===== src/rtl/map_ram_arbiter_pkg.sv =====
// Shared definitions for the map RAM arbiter.
//
// Holds the CPU FSM state encoding, the fixed video read latency, the map geometry, the default
// bus widths, the tile codes shared with the colorizer and the {valid, owner} read tag that
// travels alongside each RAM read.
package map_arb_pkg;

  // Default bus widths: address is {row[6:0], col[7:0]}, data is a 2-bit tile code.
  localparam int unsigned ADDR_W_DEF = 15;
  localparam int unsigned DATA_W_DEF = 2;

  // Video request to vid_valid, in cycles.
  localparam int unsigned VID_LAT = 3;

  // Visible map size. Addresses outside it are passed through untouched.
  localparam int unsigned MAP_COLS = 160;
  localparam int unsigned MAP_ROWS = 120;

  // CPU access FSM encoding.
  localparam logic [1:0] StIdle      = 2'd0;
  localparam logic [1:0] StCpuCmd    = 2'd1;
  localparam logic [1:0] StCpuRdWait = 2'd2;
  localparam logic [1:0] StCpuAck    = 2'd3;

  // Tile codes as understood by the colorizer.
  typedef enum logic [1:0] {
    TileFloor = 2'b00,
    TileWall  = 2'b01,
    TileIcon  = 2'b10,
    TileGoal  = 2'b11
  } tile_e;

  // Which requester a RAM read belongs to.
  typedef enum logic {
    OwnVid = 1'b0,
    OwnCpu = 1'b1
  } owner_e;

  typedef struct packed {
    logic   valid;
    owner_e owner;
  } tag_t;

  // Build a map address from a pixel-derived row/column pair.
  function automatic logic [ADDR_W_DEF-1:0] map_addr(input logic [6:0] row,
                                                     input logic [7:0] col);
    return {row, col};
  endfunction

endpackage


===== src/rtl/map_ram_arbiter_if.sv =====
// Bus bundle between the two requesters, the RAM and the map RAM arbiter.
//
// Signals:
//   vid_req/vid_addr -> vid_rdata/vid_valid          video fetch path
//   cpu_req/we/addr/wdata -> cpu_rdata/cpu_ack        PicoBlaze port-register path
//   ram_en/we/addr/wdata, ram_rdata                   single-port map RAM
//   cpu_starved, conflict_cnt                          only with MAP_ARB_STATS_EN
// Modports:
//   slave  - the arbiter
//   master - the requesters and RAM around it
interface map_ram_arbiter_if #(
  parameter int unsigned ADDR_W = 15,
  parameter int unsigned DATA_W = 2
);

  logic              vid_req;
  logic [ADDR_W-1:0] vid_addr;
  logic [DATA_W-1:0] vid_rdata;
  logic              vid_valid;

  logic              cpu_req;
  logic              cpu_we;
  logic [ADDR_W-1:0] cpu_addr;
  logic [DATA_W-1:0] cpu_wdata;
  logic [DATA_W-1:0] cpu_rdata;
  logic              cpu_ack;

  logic              ram_en;
  logic              ram_we;
  logic [ADDR_W-1:0] ram_addr;
  logic [DATA_W-1:0] ram_wdata;
  logic [DATA_W-1:0] ram_rdata;

`ifdef MAP_ARB_STATS_EN
  logic              cpu_starved;
  logic [15:0]       conflict_cnt;
`endif

  modport slave (
    input  vid_req,
    input  vid_addr,
    output vid_rdata,
    output vid_valid,
    input  cpu_req,
    input  cpu_we,
    input  cpu_addr,
    input  cpu_wdata,
    output cpu_rdata,
    output cpu_ack,
    output ram_en,
    output ram_we,
    output ram_addr,
    output ram_wdata,
    input  ram_rdata
`ifdef MAP_ARB_STATS_EN
    ,
    output cpu_starved,
    output conflict_cnt
`endif
  );

  modport master (
    output vid_req,
    output vid_addr,
    input  vid_rdata,
    input  vid_valid,
    output cpu_req,
    output cpu_we,
    output cpu_addr,
    output cpu_wdata,
    input  cpu_rdata,
    input  cpu_ack,
    input  ram_en,
    input  ram_we,
    input  ram_addr,
    input  ram_wdata,
    output ram_rdata
`ifdef MAP_ARB_STATS_EN
    ,
    input  cpu_starved,
    input  conflict_cnt
`endif
  );

endinterface


===== src/rtl/map_ram_arbiter_tag_pipe.sv =====
// Read tag pipe for the map RAM arbiter.
//
// A short shift register that follows each issued RAM read with a {valid, owner} tag, so the
// tag reaches its last stage in the cycle ram_rdata is valid for that read.
// Ports:
//   clk_i     system clock
//   rst_ni    synchronous reset, active-low
//   tag_i     tag for the RAM command being registered this edge
//   vid_cap_o ram_rdata belongs to a video read (drives vid_valid next edge)
//   cpu_cap_o ram_rdata belongs to a CPU read (capture strobe for cpu_rdata)
module map_arb_tag_pipe
  import map_arb_pkg::*;
#(
  parameter int unsigned Depth = VID_LAT - 1
) (
  input  logic clk_i,
  input  logic rst_ni,
  input  tag_t tag_i,
  output logic vid_cap_o,
  output logic cpu_cap_o
);

  tag_t tag_q [Depth];

  always_ff @(posedge clk_i) begin
    if (!rst_ni) begin
      for (int i = 0; i < int'(Depth); i++) begin
        tag_q[i] <= '0;
      end
    end else begin
      tag_q[0] <= tag_i;
      for (int i = 1; i < int'(Depth); i++) begin
        tag_q[i] <= tag_q[i-1];
      end
    end
  end

  assign vid_cap_o = tag_q[Depth-1].valid && (tag_q[Depth-1].owner == OwnVid);
  assign cpu_cap_o = tag_q[Depth-1].valid && (tag_q[Depth-1].owner == OwnCpu);

endmodule


===== src/rtl/map_ram_arbiter.sv =====
// Map RAM arbiter: shares one single-port map RAM between the video fetch path and the CPU.
//
// Video has fixed priority and a fixed 3-cycle read latency, fully pipelined. CPU accesses use a
// level req / pulse ack handshake and are slotted into cycles with no video request.
// Ports:
//   clk  system clock
//   rst  synchronous reset, active-low
//   bus  map_ram_arbiter_if.slave: video, CPU and RAM signals
// Optional: define MAP_ARB_STATS_EN to add cpu_starved / conflict_cnt (and STARVE_LIMIT).
module map_ram_arbiter
  import map_arb_pkg::*;
#(
  parameter int unsigned ADDR_W = ADDR_W_DEF,
  parameter int unsigned DATA_W = DATA_W_DEF
`ifdef MAP_ARB_STATS_EN
  ,
  parameter int unsigned STARVE_LIMIT = 16
`endif
) (
  input  logic             clk,
  input  logic             rst,
  map_ram_arbiter_if.slave bus
);

  logic [1:0]        state_q, state_d;
  logic              ram_en_q, ram_en_d;
  logic              ram_we_q, ram_we_d;
  logic [ADDR_W-1:0] ram_addr_q, ram_addr_d;
  logic [DATA_W-1:0] ram_wdata_q, ram_wdata_d;
  logic              vid_valid_q;
  logic [DATA_W-1:0] vid_rdata_q, vid_rdata_d;
  logic [DATA_W-1:0] cpu_rdata_q, cpu_rdata_d;

  logic vid_grant;
  logic cpu_grant;
  logic vid_cap;
  logic cpu_cap;
  tag_t tag_in;

  // Video always wins; the CPU only gets a slot from IDLE, so at most one CPU access is in flight.
  assign vid_grant = bus.vid_req;
  assign cpu_grant = ~bus.vid_req & bus.cpu_req & (state_q == StIdle);

  // RAM command for the next cycle. Address/wdata hold when idle to avoid needless toggling.
  always_comb begin
    ram_en_d    = 1'b0;
    ram_we_d    = 1'b0;
    ram_addr_d  = ram_addr_q;
    ram_wdata_d = ram_wdata_q;
    if (vid_grant) begin
      ram_en_d   = 1'b1;
      ram_addr_d = bus.vid_addr;
    end else if (cpu_grant) begin
      ram_en_d    = 1'b1;
      ram_we_d    = bus.cpu_we;
      ram_addr_d  = bus.cpu_addr;
      ram_wdata_d = bus.cpu_wdata;
    end
  end

  // Only reads need a tag; CPU writes complete through the FSM alone.
  always_comb begin
    tag_in.valid = vid_grant | (cpu_grant & ~bus.cpu_we);
    tag_in.owner = vid_grant ? OwnVid : OwnCpu;
  end

  map_arb_tag_pipe #(
    .Depth(VID_LAT - 1)
  ) u_tag_pipe (
    .clk_i    (clk),
    .rst_ni   (rst),
    .tag_i    (tag_in),
    .vid_cap_o(vid_cap),
    .cpu_cap_o(cpu_cap)
  );

  always_comb begin
    state_d = state_q;
    unique case (state_q)
      StIdle:      if (cpu_grant) state_d = StCpuCmd;
      // ram_we_q is the CPU's own command while in CPU_CMD.
      StCpuCmd:    state_d = ram_we_q ? StCpuAck : StCpuRdWait;
      StCpuRdWait: state_d = StCpuAck;
      StCpuAck:    state_d = StIdle;
      default:     state_d = StIdle;
    endcase
  end

  always_comb begin
    vid_rdata_d = vid_cap ? bus.ram_rdata : vid_rdata_q;
    cpu_rdata_d = cpu_cap ? bus.ram_rdata : cpu_rdata_q;
  end

  always_ff @(posedge clk) begin
    if (!rst) begin
      state_q     <= StIdle;
      ram_en_q    <= 1'b0;
      ram_we_q    <= 1'b0;
      ram_addr_q  <= '0;
      ram_wdata_q <= '0;
      vid_valid_q <= 1'b0;
      vid_rdata_q <= '0;
      cpu_rdata_q <= '0;
    end else begin
      state_q     <= state_d;
      ram_en_q    <= ram_en_d;
      ram_we_q    <= ram_we_d;
      ram_addr_q  <= ram_addr_d;
      ram_wdata_q <= ram_wdata_d;
      vid_valid_q <= vid_cap;
      vid_rdata_q <= vid_rdata_d;
      cpu_rdata_q <= cpu_rdata_d;
    end
  end

  assign bus.ram_en    = ram_en_q;
  assign bus.ram_we    = ram_we_q;
  assign bus.ram_addr  = ram_addr_q;
  assign bus.ram_wdata = ram_wdata_q;
  assign bus.vid_valid = vid_valid_q;
  assign bus.vid_rdata = vid_rdata_q;
  assign bus.cpu_rdata = cpu_rdata_q;
  assign bus.cpu_ack   = (state_q == StCpuAck);

`ifdef MAP_ARB_STATS_EN
  logic [15:0] conflict_cnt_q, conflict_cnt_d;
  logic [15:0] cpu_wait_q, cpu_wait_d;
  logic        collide;

  // A collision is a cycle where a CPU request is waiting in IDLE and video takes the slot.
  assign collide = bus.vid_req & bus.cpu_req & (state_q == StIdle);

  always_comb begin
    conflict_cnt_d = conflict_cnt_q;
    if (collide && (conflict_cnt_q != 16'hffff)) begin
      conflict_cnt_d = conflict_cnt_q + 16'd1;
    end
    cpu_wait_d = cpu_wait_q;
    if (!bus.cpu_req || cpu_grant) begin
      cpu_wait_d = '0;
    end else if (collide && (cpu_wait_q != 16'hffff)) begin
      cpu_wait_d = cpu_wait_q + 16'd1;
    end
  end

  always_ff @(posedge clk) begin
    if (!rst) begin
      conflict_cnt_q <= '0;
      cpu_wait_q     <= '0;
    end else begin
      conflict_cnt_q <= conflict_cnt_d;
      cpu_wait_q     <= cpu_wait_d;
    end
  end

  assign bus.cpu_starved  = (32'(cpu_wait_q) >= STARVE_LIMIT);
  assign bus.conflict_cnt = conflict_cnt_q;
`endif

endmodule

===== src/flat_wrapper.sv =====
// flat-port wrapper written by rule: the top's interface ports become plain ports
module map_ram_arbiter_flat import map_arb_pkg::*;
#(
  parameter int unsigned ADDR_W = ADDR_W_DEF,
  parameter int unsigned DATA_W = DATA_W_DEF

)
  (clk, rst, bus_vid_req, bus_vid_addr, bus_vid_rdata, bus_vid_valid, bus_cpu_req, bus_cpu_we, bus_cpu_addr, bus_cpu_wdata, bus_cpu_rdata, bus_cpu_ack, bus_ram_en, bus_ram_we, bus_ram_addr, bus_ram_wdata, bus_ram_rdata);
  map_ram_arbiter_if #(.ADDR_W(ADDR_W), .DATA_W(DATA_W)) bus_i ();
  input  logic clk;
  input  logic rst;
  input wire logic [$bits(bus_i.vid_req)-1:0] bus_vid_req;
  input wire logic [$bits(bus_i.vid_addr)-1:0] bus_vid_addr;
  output wire logic [$bits(bus_i.vid_rdata)-1:0] bus_vid_rdata;
  output wire logic [$bits(bus_i.vid_valid)-1:0] bus_vid_valid;
  input wire logic [$bits(bus_i.cpu_req)-1:0] bus_cpu_req;
  input wire logic [$bits(bus_i.cpu_we)-1:0] bus_cpu_we;
  input wire logic [$bits(bus_i.cpu_addr)-1:0] bus_cpu_addr;
  input wire logic [$bits(bus_i.cpu_wdata)-1:0] bus_cpu_wdata;
  output wire logic [$bits(bus_i.cpu_rdata)-1:0] bus_cpu_rdata;
  output wire logic [$bits(bus_i.cpu_ack)-1:0] bus_cpu_ack;
  output wire logic [$bits(bus_i.ram_en)-1:0] bus_ram_en;
  output wire logic [$bits(bus_i.ram_we)-1:0] bus_ram_we;
  output wire logic [$bits(bus_i.ram_addr)-1:0] bus_ram_addr;
  output wire logic [$bits(bus_i.ram_wdata)-1:0] bus_ram_wdata;
  input wire logic [$bits(bus_i.ram_rdata)-1:0] bus_ram_rdata;
  assign bus_i.vid_req = bus_vid_req;
  assign bus_i.vid_addr = bus_vid_addr;
  assign bus_vid_rdata = bus_i.vid_rdata;
  assign bus_vid_valid = bus_i.vid_valid;
  assign bus_i.cpu_req = bus_cpu_req;
  assign bus_i.cpu_we = bus_cpu_we;
  assign bus_i.cpu_addr = bus_cpu_addr;
  assign bus_i.cpu_wdata = bus_cpu_wdata;
  assign bus_cpu_rdata = bus_i.cpu_rdata;
  assign bus_cpu_ack = bus_i.cpu_ack;
  assign bus_ram_en = bus_i.ram_en;
  assign bus_ram_we = bus_i.ram_we;
  assign bus_ram_addr = bus_i.ram_addr;
  assign bus_ram_wdata = bus_i.ram_wdata;
  assign bus_i.ram_rdata = bus_ram_rdata;
  map_ram_arbiter #(.ADDR_W(ADDR_W), .DATA_W(DATA_W)) u_core (.clk(clk), .rst(rst), .bus(bus_i));
endmodule

===== config.mk =====
export PLATFORM = sky130hd
export DESIGN_NAME = map_ram_arbiter_flat
export DESIGN_NICKNAME = d
export VERILOG_FILES = /design/src/rtl/map_ram_arbiter_pkg.sv /design/src/rtl/map_ram_arbiter_if.sv /design/src/rtl/map_ram_arbiter_tag_pipe.sv /design/src/rtl/map_ram_arbiter.sv /design/src/flat_wrapper.sv
export SDC_FILE = /design/constraint.sdc
export NUM_CORES = 1
export LEC_CHECK = 0
export ABC_AREA = 1
export BUFFER_PORTS_ARGS = -buffer_cell sky130_fd_sc_hd__buf_2
export CAP_MARGIN = 20
export CORE_ASPECT_RATIO = 0.8
export CORE_UTILIZATION = 41
export CTS_CLUSTER_DIAMETER = 80
export DETAILED_ROUTE_END_ITERATION = 10
export PLACE_DENSITY = 0.85
export SLEW_MARGIN = 20
export SYNTH_ARGS = -nofsm -noshare
export SYNTH_HDL_FRONTEND = slang
export SYNTH_SLANG_ARGS = --single-unit

===== constraint.sdc =====
create_clock -name clk -period 1.5 [get_ports clk]
set_input_delay 0.225 -clock clk [delete_from_list [all_inputs] [get_ports clk]]
set_output_delay 0.225 -clock clk [all_outputs]
set_load 0.05 [all_outputs]

==> results.md, run 1 <==
- Run status: complete, no violations
- Synthesized area: 1320 µm²
- GRT Util Overall: between 15 and 20%
- TritonCTS Buffers: 5
- Syn avg cell area: 7.27 µm²
- Gate Count Post-Synth: ~180
- GRT Residual Overflow: 0
- Final setup violation count: 0
- Slew margin rel.: between 80% and 90%
- Max Cap Viol: 0
- Clock tree sinks: 30
- Slowest cell delay on critical path: 0.40 ns
- Routed length per instance: 9.51 µm
- Drt total wl: 2760 µm
- Syn. warnings: 0
- CP delay by family, top: flip-flops
- Crit end category: flip-flop
- H-tree depth: 2
- Hold Path End: u_core.u_tag_pipe.tag_q[0][1]$_SDFF_PN0_
- Worst Skew: 0.00248 ns
- Critical path class: reg2reg
- Top area cells in the synthesized netlist: dfxtp_1 (45%), nand2_1 (24%), a21oi_2 (5.3%)
- Clock Latency Late Sink: ~0.27 ns
- Final setup margin: between 0.1 and 0.15 ns
- R2r setup slk: around 0.12 ns
- Post-CTS Repair Setup Buffers: 0
- Post-DR vias/cell: 4.45
- # diodes: 0
- Count leader, synth: nand2_1
- Post-synth top area share: about 45%
- Drt drc: 0
- Net Count, Synth: 225
- Pre-CTS setup slack: approximately 0.13 ns
- Hpwl dp: 2150 µm
- Final Hold Fails: 0
- CTS tree: yes
- Reg2reg path depth: 6
- Startpoint types: flip-flop
- IO buf count: 63
- Hold_buf cts: 0
- Crit path max fanout: 9
- EDFF count, synth: 0
- Largest net degree at the start of global routing: 19
- Worst vdd ir: 0.732 mV
- Critical path cell sequence: inv_1, ha_1, a21oi_4, buf_4, nand2_1, a21oi_1
- Die Wd: between 60 and 70 µm
- Initial antenna violation count: 0
- HP Start: bus_cpu_we
- First-pass GRT wire length: 4620 µm
- Fmax: approximately 720 MHz
- Post-CTS Resized: 0
- DRC marker count from the first detailed-route iteration: 41
- Final worst path period share: 92.2%
- FF/Latch Area: about 600 µm²
- Vias: about 1300
- Hold Path Stages: 2
- Power, Total: 2.28 mW
- Top_reg_cell synth: dfxtp_1
- Initial DRT Pass Iterations: 4
- Reg-to-reg startpoint: u_core.state_q[0]$_SDFFE_PN0P_
- Yosys cell types: 15
- Final nets: roughly 290
- Post-route antenna net violation count: 0
- Die ar.: between 3000 and 4000 µm²
- Vias in the first global route: 1128
- Clk root buf: clkbuf_8
- Layout cells sized above 1: about a third
- Initial Util: between 40% and 50%
- Ys async rst share: 0%
- Hold Path Class: in2reg
- CORE AREA: between 3000 and 4000 µm²
- WP data arrival: between 1.5 and 2 ns
- Required @ worst endpoint: 1.70 ns
- Row Count: 18
- Synth cell count leaders: nand2_1 (84), dfxtp_1 (30), nor2_1 (14)
- Static Leak: ~0.94 nW
- Seq/Total Area, Yosys: 45.4%
- CP max-delay cell: dfxtp_1
- Worst r2r dst: u_core.bus.ram_addr[0]$_SDFFE_PN0P_
- Pwr Density: between 1000 and 1500 nW/µm²
- Top-Level Pins: 64
- Worst Tran Pin Value: roughly 0.28 ns
- Worst hold slack: 0.153 ns
- Fillers: slightly below 300
- Cell taking the most area after synthesis: dfxtp_1
- FF+latch count, synth: 30
- GPL Wtd Cong: 0.832
- RSZ-0062 raised after global routing: no
- Placed cell areas: 1670 µm²
- Layout area overhead: 31.7%
- Final instance area: roughly 1700 µm²
- CTS max path bufs: 2
- Clock slew at reported path FFs: ~0.060 ns
- Crit path time final: ~1.4 ns
- WP buf/inv: 2
- Die height: roughly 53 µm
- Max-slew violation count: 0
- Multi-input gate area: about 620 µm²
- Setup TNS Final: 0 ns
-- state kept, by name, indices dropped and copies added (netlist names) --
| name | flops |
|---|---|
| u_core.bus.ram_addr | 15 |
| u_core.bus.ram_en | 1 |
| u_core.bus.vid_valid | 1 |
| u_core.u_tag_pipe.tag_q | 4 |
| u_core.state_q | 2 |
| u_core.bus.ram_we | 1 |
| u_core.bus.vid_rdata | 2 |
| u_core.bus.ram_wdata | 2 |
| u_core.bus.cpu_rdata | 2 |
-- area by class of cell --
cell class                      count  share of cell area [%]
Clock buffer                        7                    4.38
Timing Repair Buffer               68                    20.2
Multi-Input combinational cell    133                    35.5
Sequential cell                    30                    34.5
Tap cell                           40                    2.87
Inverter                           12                    2.58
-- kinds of logic (layout without fill, tap and decap cells) --
logic type,after synthesis,after routing,synth area share (%)
and+or+nand+nor,101,101,29.0
DFF,30,30,45.4
AOI/OAI and AO/OA,28,28,13.9
buffers and inverters,19,87,7.94
adders and majority gates,4,4,3.78
-- worst register-to-register path: cells and delay by family, from the launching register on --
family          cells  cell delay, ns
fa+ha+maj           1            0.26
simple gates        1            0.06
buf+inv             2            0.26
flops               1            0.40
compound gates      2            0.33
-- cell usage in the layout, fill, tap and decap left out --
master,netlist,layout
a21oi_2,8,8
inv_1,10,10
nand2_1,84,84
nand3_1,2,2
buf_2,3,63
dfxtp_1,30,30
clkbuf_8,0,5
a21oi_4,1,1
a21oi_1,11,11
ha_1,4,4
nor2_1,14,14
a211oi_1,1,1
nand2_2,1,1
clkbuf_1,0,2
buf_4,0,5
o21ai_0,7,7
inv_2,2,2
-- worst max path at each step --
stage / from / cells past startpoint / end / slack (ns)
2_1_floorplan: u_core.state_q[0]$_SDFFE_PN0P_ / 7 / u_core.bus.ram_addr[10]$_SDFFE_PN0P_ / 0.10
3_3_place_gp: u_core.state_q[0]$_SDFFE_PN0P_ / 6 / u_core.bus.ram_addr[9]$_SDFFE_PN0P_ / 0.18
6_report: u_core.state_q[0]$_SDFFE_PN0P_ / 6 / u_core.bus.ram_addr[0]$_SDFFE_PN0P_ / 0.12
5_1_grt: u_core.state_q[0]$_SDFFE_PN0P_ / 6 / u_core.bus.ram_addr[0]$_SDFFE_PN0P_ / 0.007
4_1_cts: u_core.state_q[0]$_SDFFE_PN0P_ / 6 / u_core.bus.ram_addr[0]$_SDFFE_PN0P_ / 0.11
3_5_place_dp: u_core.state_q[0]$_SDFFE_PN0P_ / 6 / u_core.bus.ram_addr[1]$_SDFFE_PN0P_ / 0.13
-- power by group --
part / switching (mW) / total (mW) / internal [mW]
sequential: 0.0569 / 0.952 / 0.895
combinational: 0.523 / 0.749 / 0.226
clock: 0.264 / 0.582 / 0.318
total: 0.844 / 2.28 / 1.44
-- metrics by stage --
stage               std cells  util [%]
finish                    290      56.5
global route              290      56.5
CTS                       290      56.5
global placement          283      54.0
detailed placement        283      54.0
floorplan                 182         -
-- layer usage --
metal	track usage, %	vias up	share of wire [%]
met2	30.2	40	44
met4	7.61	0	1.6
met1	21.0	551	49
met5	0	-	0
li1	-	694	-
met3	6.74	5	5.5
Note: power is estimated with default switching activity, not from simulation.
==> run 2: changes to the inputs <==
--- a/config.mk
+++ b/config.mk
@@ -9,10 +9,10 @@
 export BUFFER_PORTS_ARGS = -buffer_cell sky130_fd_sc_hd__buf_2
 export CAP_MARGIN = 20
 export CORE_ASPECT_RATIO = 0.8
-export CORE_UTILIZATION = 41
+export CORE_UTILIZATION = 48
 export CTS_CLUSTER_DIAMETER = 80
 export DETAILED_ROUTE_END_ITERATION = 10
-export PLACE_DENSITY = 0.85
+export PLACE_DENSITY = 0.93
 export SLEW_MARGIN = 20
 export SYNTH_ARGS = -nofsm -noshare
 export SYNTH_HDL_FRONTEND = slang
==> constraint.sdc (replaced) <==
create_clock -name clk -period 1.68 [get_ports clk]
set_input_delay 0.252 -clock clk [delete_from_list [all_inputs] [get_ports clk]]
set_output_delay 0.252 -clock clk [all_outputs]
set_load 0.05 [all_outputs]
==> results.md, run 2 (same netlist as run 1, synthesis figures left out) <==
- Max Cap Viol: 0 (unchanged)
- Crit path time final: 1.51 ns (was 1.38 ns)
- FF/Latch Area: 601 µm² (unchanged)
- Max FFs per register: 15 (unchanged)
- Layout cells sized above 1: 34.1% (was 34.0%)
- Hold Path End: u_core.u_tag_pipe.tag_q[0][1]$_SDFF_PN0_ (unchanged)
- Startpoint types: flip-flop (unchanged)
- Final worst path period share: 90.0% (was 92.2%)
- WP data arrival: 1.70 ns (was 1.59 ns)
- Drt drc: 0 (unchanged)
- Hold Path Stages: 2 (unchanged)
- HP Start: bus_cpu_we (unchanged)
- H-tree depth: 2 (unchanged)
- Hold Path Class: in2reg (unchanged)
- Hpwl dp: 2180 µm (was 2150 µm)
- Pwr Density: 1140 nW/µm² (was 1310 nW/µm²)
- Fmax: 662 MHz (was 723 MHz)
- Vias in the first global route: 1210 (was 1128)
- Run status: complete, no violations (unchanged)
- Die Wd: 60.7 µm (was 65.5 µm)
- Hold_buf cts: 0 (unchanged)
- Worst Tran Pin Value: 0.464 ns (was 0.284 ns)
- Clock tree sinks: 30 (unchanged)
- Post-CTS Repair Setup Buffers: 0 (unchanged)
- Vias: 1330 (was 1290)
- Worst vdd ir: 0.617 mV (was 0.732 mV)
- Largest net degree at the start of global routing: 19 (unchanged)
- Clk root buf: clkbuf_4 (was clkbuf_8)
- CTS max path bufs: 2 (unchanged)
- # diodes: 0 (unchanged)
- Slew margin rel.: 69.0% (was 81.1%)
- Static Leak: 0.927 nW (was 0.936 nW)
- Initial DRT Pass Iterations: 4 (unchanged)
- Reg2reg path depth: 6 (unchanged)
- TritonCTS Buffers: 5 (unchanged)
- Post-route antenna net violation count: 0 (unchanged)
- GRT Util Overall: 22.1% (was 18.2%)
- Crit end category: flip-flop (unchanged)
- Final Hold Fails: 0 (unchanged)
- Max-slew violation count: 0 (unchanged)
- Most frequent cells in the layout: nand2_1 (84), buf_2 (63), dfxtp_1 (30) (unchanged)
- Die height: 49.0 µm (was 52.8 µm)
- Final Non-Filler Cells: 285 (was 290)
- Final nets: 291 (was 293)
- Layout area overhead: 29.9% (was 31.7%)
- Pre-CTS setup slack: 0.185 ns (was 0.132 ns)
- DP Cell Count: 277 (was 283)
- Row Count: 16 (was 18)
- Post-DR vias/cell: 4.67 (was 4.45)
- Drt total wl: 2880 µm (was 2760 µm)
- First-pass GRT wire length: 4860 µm (was 4620 µm)
- Reg-to-reg startpoint: u_core.state_q[0]$_SDFFE_PN0P_ (unchanged)
- Crit path max fanout: 15 (was 9)
- RSZ-0062 raised after global routing: no (unchanged)
- Worst r2r dst: u_core.bus.ram_addr[13]$_SDFFE_PN0P_ (was u_core.bus.ram_addr[0]$_SDFFE_PN0P_)
- Top-Level Pins: 64 (unchanged)
- Fillers: 239 (was 294)
- CTS tree: yes (unchanged)
- Worst Skew: 0.00167 ns (was 0.00248 ns)
- CORE AREA: 2520 µm² (was 3090 µm²)
- R2r setup slk: 0.17 ns (was 0.12 ns)
- Critical path class: reg2reg (unchanged)
- Setup TNS Final: 0 ns (unchanged)
- Initial antenna violation count: 0 (unchanged)
- Multi-input gate area: 618 µm² (unchanged)
- Clock slew at reported path FFs: 0.09 ns (was 0.06 ns)
- Required @ worst endpoint: 1.87 ns (was 1.70 ns)
- Clock Latency Late Sink: 0.31 ns (was 0.27 ns)
- Routed length per instance: 10.1 µm (was 9.51 µm)
- Final setup violation count: 0 (unchanged)
- GPL Wtd Cong: 0.780 (was 0.832)
- Worst hold slack: 0.153 ns (about the same)
- Initial Util: 52.5% (was 42.9%)
- Post-CTS Resized: 0 (unchanged)
- DRC marker count from the first detailed-route iteration: 26 (was 41)
- Final setup margin: 0.169 ns (was 0.117 ns)
- Commonest non-fill, non-tap cell in the layout: nand2_1 (unchanged)
- Die ar.: 2970 µm² (was 3460 µm²)
- IO buf count: 63 (unchanged)
- GRT Residual Overflow: 0 (unchanged)
[run 2: changes by cell type in the layout (fill, tap and decap cells not counted), sizes merged]
cell    before  now
buf         68   66
clkinv       0    1
[run 2: report_power, final]
part / switching (mW) / internal (mW)
Clock: 0.226 / 0.203
Combinational: 0.480 / 0.208
Sequential: 0.0518 / 0.797
Total: 0.758 / 1.21
[run 2: worst max-delay path by stage]
stage	start	end	slack, ns	depth (start not counted)
2_1_floorplan	u_core.state_q[0]$_SDFFE_PN0P_	u_core.bus.ram_addr[10]$_SDFFE_PN0P_	0.28	7
3_5_place_dp	u_core.state_q[0]$_SDFFE_PN0P_	u_core.bus.ram_addr[13]$_SDFFE_PN0P_	0.19	6
4_1_cts	u_core.state_q[0]$_SDFFE_PN0P_	u_core.bus.ram_addr[13]$_SDFFE_PN0P_	0.18	6
3_3_place_gp	u_core.state_q[0]$_SDFFE_PN0P_	u_core.bus.ram_addr[11]$_SDFFE_PN0P_	0.25	6
6_report	u_core.state_q[0]$_SDFFE_PN0P_	u_core.bus.ram_addr[13]$_SDFFE_PN0P_	0.17	6
5_1_grt	u_core.state_q[0]$_SDFFE_PN0P_	u_core.bus.ram_addr[4]$_SDFFE_PN0P_	0.02	6
[run 2: through the flow]
step | power [mW] | cell area, µm² | util (%)
after detailed placement | 1.55 | 1660 | 65.8
final | 1.97 | 1720 | 68.2
after floorplan | 1.39 | 1320 | -
after CTS | 1.98 | 1720 | 68.2
after global placement | 1.54 | 1660 | 65.8
after global routing | 2.11 | 1720 | 68.2
[run 2: area by class of cell]
| cell class | count | area share (%) |
|---|---|---|
| Tap cell | 36 | 2.62 |
| Clock inverter | 1 | 0.291 |
| Multi-Input combinational cell | 133 | 36.0 |
| Clock buffer | 7 | 3.20 |
| Sequential cell | 30 | 34.9 |
| Inverter | 12 | 2.62 |
| Timing Repair Buffer | 66 | 20.4 |
[run 2: metal layers]
layer  GRT usage (%)  part of all wire (%)  vias to the layer above
li1                -                     -                      700
met1            26.0                    45                      571
met2            36.4                    47                       52
met3            7.16                   6.8                        7
met4            9.09                   1.3                        0
met5               0                     0                        -
[run 2: critical path, stage by stage (launching register included)]
cell	delay [ns]
dfxtp_1	0.40
inv_1	0.09
ha_1	0.27
a21oi_4	0.28
inv_2	0.18
nand2_1	0.11
a21oi_2	0.05
==> run 3: changes to the inputs <==
--- a/config.mk
+++ b/config.mk
@@ -8,11 +8,13 @@
 export ABC_AREA = 1
 export BUFFER_PORTS_ARGS = -buffer_cell sky130_fd_sc_hd__buf_2
 export CAP_MARGIN = 20
+export CELL_PAD_IN_SITES_DETAIL_PLACEMENT = 0
+export CELL_PAD_IN_SITES_GLOBAL_PLACEMENT = 2
 export CORE_ASPECT_RATIO = 0.8
-export CORE_UTILIZATION = 48
+export CORE_UTILIZATION = 21
 export CTS_CLUSTER_DIAMETER = 80
 export DETAILED_ROUTE_END_ITERATION = 10
-export PLACE_DENSITY = 0.93
+export PLACE_DENSITY = 0.84
 export SLEW_MARGIN = 20
 export SYNTH_ARGS = -nofsm -noshare
 export SYNTH_HDL_FRONTEND = slang
==> constraint.sdc (replaced) <==
create_clock -name clk -period 1.33 [get_ports clk]
set_input_delay 0.1995 -clock clk [delete_from_list [all_inputs] [get_ports clk]]
set_output_delay 0.1995 -clock clk [all_outputs]
set_load 0.05 [all_outputs]
==> results.md, run 3 (same netlist as run 1, synthesis figures left out) <==
- Hold Path End: u_core.u_tag_pipe.tag_q[0][1]$_SDFF_PN0_ (unchanged)
- Max FFs per register: 15 (unchanged)
- # diodes: 0 (unchanged)
- Initial DRT Pass Iterations: 4 (unchanged)
- Slowest cell delay on critical path: 0.32 ns (was 0.40 ns)
- CP max-delay cell: dfxtp_2 (was dfxtp_1)
- Row Count: 25 (was 16)
- Worst Skew: 0.00432 ns (was 0.00167 ns)
- Crit path max fanout: 4 (was 15)
- GPL Wtd Cong: 0.754 (was 0.780)
- WP data arrival: 1.06 ns (was 1.70 ns)
- Power, Total: 2.80 mW (was 1.97 mW)
- CTS tree: yes (unchanged)
- Startpoint types: flip-flop (unchanged)
- Crit path time final: roughly 1.3 ns
- Die ar.: 6630 µm² (was 2970 µm²)
- GRT Residual Overflow: 0 (unchanged)
- CORE AREA: 6010 µm² (was 2520 µm²)
- Final Util: 31.8% (was 68.2%)
- Hold Path Stages: 2 (unchanged)
- Max-slew violation count: 0 (unchanged)
- CP delay by family, top: flip-flops (unchanged)
- Setup TNS Final: 0 ns (unchanged)
- GRT Util Overall: 11.1% (was 22.1%)
- Multi-input gate area: 637 µm² (was 618 µm²)
- Clock Latency Late Sink: 0.27 ns (was 0.31 ns)
- Final setup violation count: 0 (unchanged)
- Hpwl dp: 2680 µm (was 2180 µm)
- TritonCTS Buffers: 5 (unchanged)
- Critical path class: reg2out (was reg2reg)
- FF/Latch Area: 606 µm² (was 601 µm²)
- Fmax: a little under 800 MHz
- Clock slew at reported path FFs: 0.06 ns (was 0.09 ns)
- Drt total wl: 3510 µm (was 2880 µm)
- Vias in the first global route: 1238 (was 1210)
- Slew margin rel.: 82.7% (was 69.0%)
- Reg2reg path depth: 7 (was 6)
- Drt drc: 0 (unchanged)
- Largest net degree at the start of global routing: 16 (was 19)
- Initial antenna violation count: 0 (unchanged)
- R2r setup slk: 0.08 ns (was 0.17 ns)
- Final Hold Fails: 0 (unchanged)
- Crit end category: output port (was flip-flop)
- Reg-to-reg startpoint: u_core.state_q[1]$_SDFFE_PN0P_ (was u_core.state_q[0]$_SDFFE_PN0P_)
- Post-route antenna net violation count: 0 (unchanged)
- Top-Level Pins: 64 (unchanged)
- WP buf/inv: 2 (unchanged)
- Most frequent cells in the layout: nand2_1 (84), buf_2 (62), dfxtp_1 (28) (was nand2_1 (84), buf_2 (63), dfxtp_1 (30))
- Commonest non-fill, non-tap cell in the layout: nand2_1 (unchanged)
- Run status: complete, no violations (unchanged)
- First-pass GRT wire length: 5620 µm (was 4860 µm)
- Clk root buf: clkbuf_8 (was clkbuf_4)
- Worst Tran Pin Value: 0.261 ns (was 0.464 ns)
- Die Wd: 90.8 µm (was 60.7 µm)
- Die height: 73.0 µm (was 49.0 µm)
- Max Cap Viol: 0 (unchanged)
- Layout cells sized above 1: 37.8% (was 34.1%)
- RSZ-0062 raised after global routing: no (unchanged)
- CTS max path bufs: 2 (unchanged)
- Pwr Density: 1470 nW/µm² (was 1140 nW/µm²)
- Initial Util: 22.0% (was 52.5%)
- DP Cell Count: 326 (was 277)
- Worst r2r dst: u_core.bus.ram_addr[13]$_SDFFE_PN0P_ (unchanged)
- Final worst path period share: between 90% and 100%
- Final nets: 297 (was 291)
- Layout area overhead: 44.1% (was 29.9%)
- Fillers: 705 (was 239)
- Worst vdd ir: 0.363 mV (was 0.617 mV)
- Clock tree sinks: 30 (unchanged)
- Hold Path Class: in2reg (unchanged)
- Static Leak: 0.974 nW (was 0.927 nW)
- IO buf count: 63 (unchanged)
- Post-DR vias/cell: 3.86 (was 4.67)
- Required @ worst endpoint: 1.13 ns (was 1.87 ns)
- DRC marker count from the first detailed-route iteration: 29 (was 26)
- Routed length per instance: 10.5 µm (was 10.1 µm)
- H-tree depth: 2 (unchanged)
- Critical path cell sequence: buf_4, ha_2, buf_6 (was inv_1, ha_1, a21oi_4, inv_2, nand2_1, a21oi_2)
- Final Non-Filler Cells: 335 (was 285)
- Vias: 1292 (was 1330)
- HP Start: bus_cpu_we (unchanged)
==> run 3: cell count changes in the layout (fill, tap and decap cells not counted), moves of 2 or more <==
cell      previous run  this run
buf_6                0         2
inv_1               10         8
buf_4                2         5
clkbuf_4             5         0
clkbuf_8             1         5
ha_1                 4         2
dfxtp_1             30        28
==> run 3: layout make-up <==
class	count	area share [%]
Multi-Input combinational cell	133	33.4
Tap cell	81	5.31
Sequential cell	30	31.7
Timing Repair Buffer	72	22.8
Inverter	12	2.75
Clock buffer	7	4.00
==> run 3: repair_timing <==
item,4_1_cts,5_1_grt
hold buffers,0,0
setup endpoints to repair,0,18
gates resized for setup,0,16
buffers inserted,0,1
==> run 3: worst max-delay path by stage <==
| stage | from | slack (ns) | end | depth (start not counted) |
|---|---|---|---|---|
| global route | u_core.state_q[1]$_SDFFE_PN0P_ | 0.01 | u_core.bus.ram_addr[2]$_SDFFE_PN0P_ | 7 |
| global placement | u_core.state_q[1]$_SDFFE_PN0P_ | 0.1 | u_core.bus.ram_addr[2]$_SDFFE_PN0P_ | 6 |
| floorplan | u_core.state_q[0]$_SDFFE_PN0P_ | 0.005 | u_core.bus.ram_addr[10]$_SDFFE_PN0P_ | 7 |
| CTS | u_core.state_q[0]$_SDFFE_PN0P_ | 0.0007 | bus_cpu_ack | 3 |
| finish | u_core.state_q[0]$_SDFFE_PN0P_ | 0.07 | bus_cpu_ack | 3 |
| detailed placement | u_core.state_q[1]$_SDFFE_PN0P_ | 0.03 | u_core.bus.ram_addr[14]$_SDFFE_PN0P_ | 6 |
==> run 3: through the flow <==
step                area, µm²  hold slack (ns)  setup WS, ns
finish                   1910            0.121        0.0735
detailed placement       1750            0.405        0.0331
global placement         1750            0.393        0.0962
CTS                      1820            0.118      0.000651
floorplan                1330            0.293       0.00525
global route             1910            0.117        0.0149
==> run 3: worst reg2reg max path, stage by stage, from the launching register on <==
cell       delay [ns]
dfxtp_4          0.37
inv_4            0.05
ha_4             0.17
a21oi_4          0.16
buf_12           0.14
clkbuf_16        0.14
nand2_2          0.05
a21oi_2          0.12
==> run 3: where the power goes <==
part / switching, mW / internal, mW / leakage [nW] / total [mW]
clock network: 0.309 / 0.359 / 0.0383 / 0.669
logic: 0.665 / 0.387 / 0.687 / 1.05
registers: 0.0621 / 1.02 / 0.248 / 1.08
total: 1.04 / 1.76 / 0.974 / 2.80
==> run 3: per-layer routing <==
| metal | track usage [%] | routed length [µm] | share of wire, % | vias up |
|---|---|---|---|---|
| met3 | 4.27 | 266 | 7.6 | 12 |
| met4 | 5.91 | 89 | 2.5 | 0 |
| met2 | 16.8 | 1410 | 40 | 50 |
| met1 | 13.8 | 1750 | 50 | 527 |
| met5 | 0 | 0 | 0 | - |
| li1 | - | - | - | 703 |
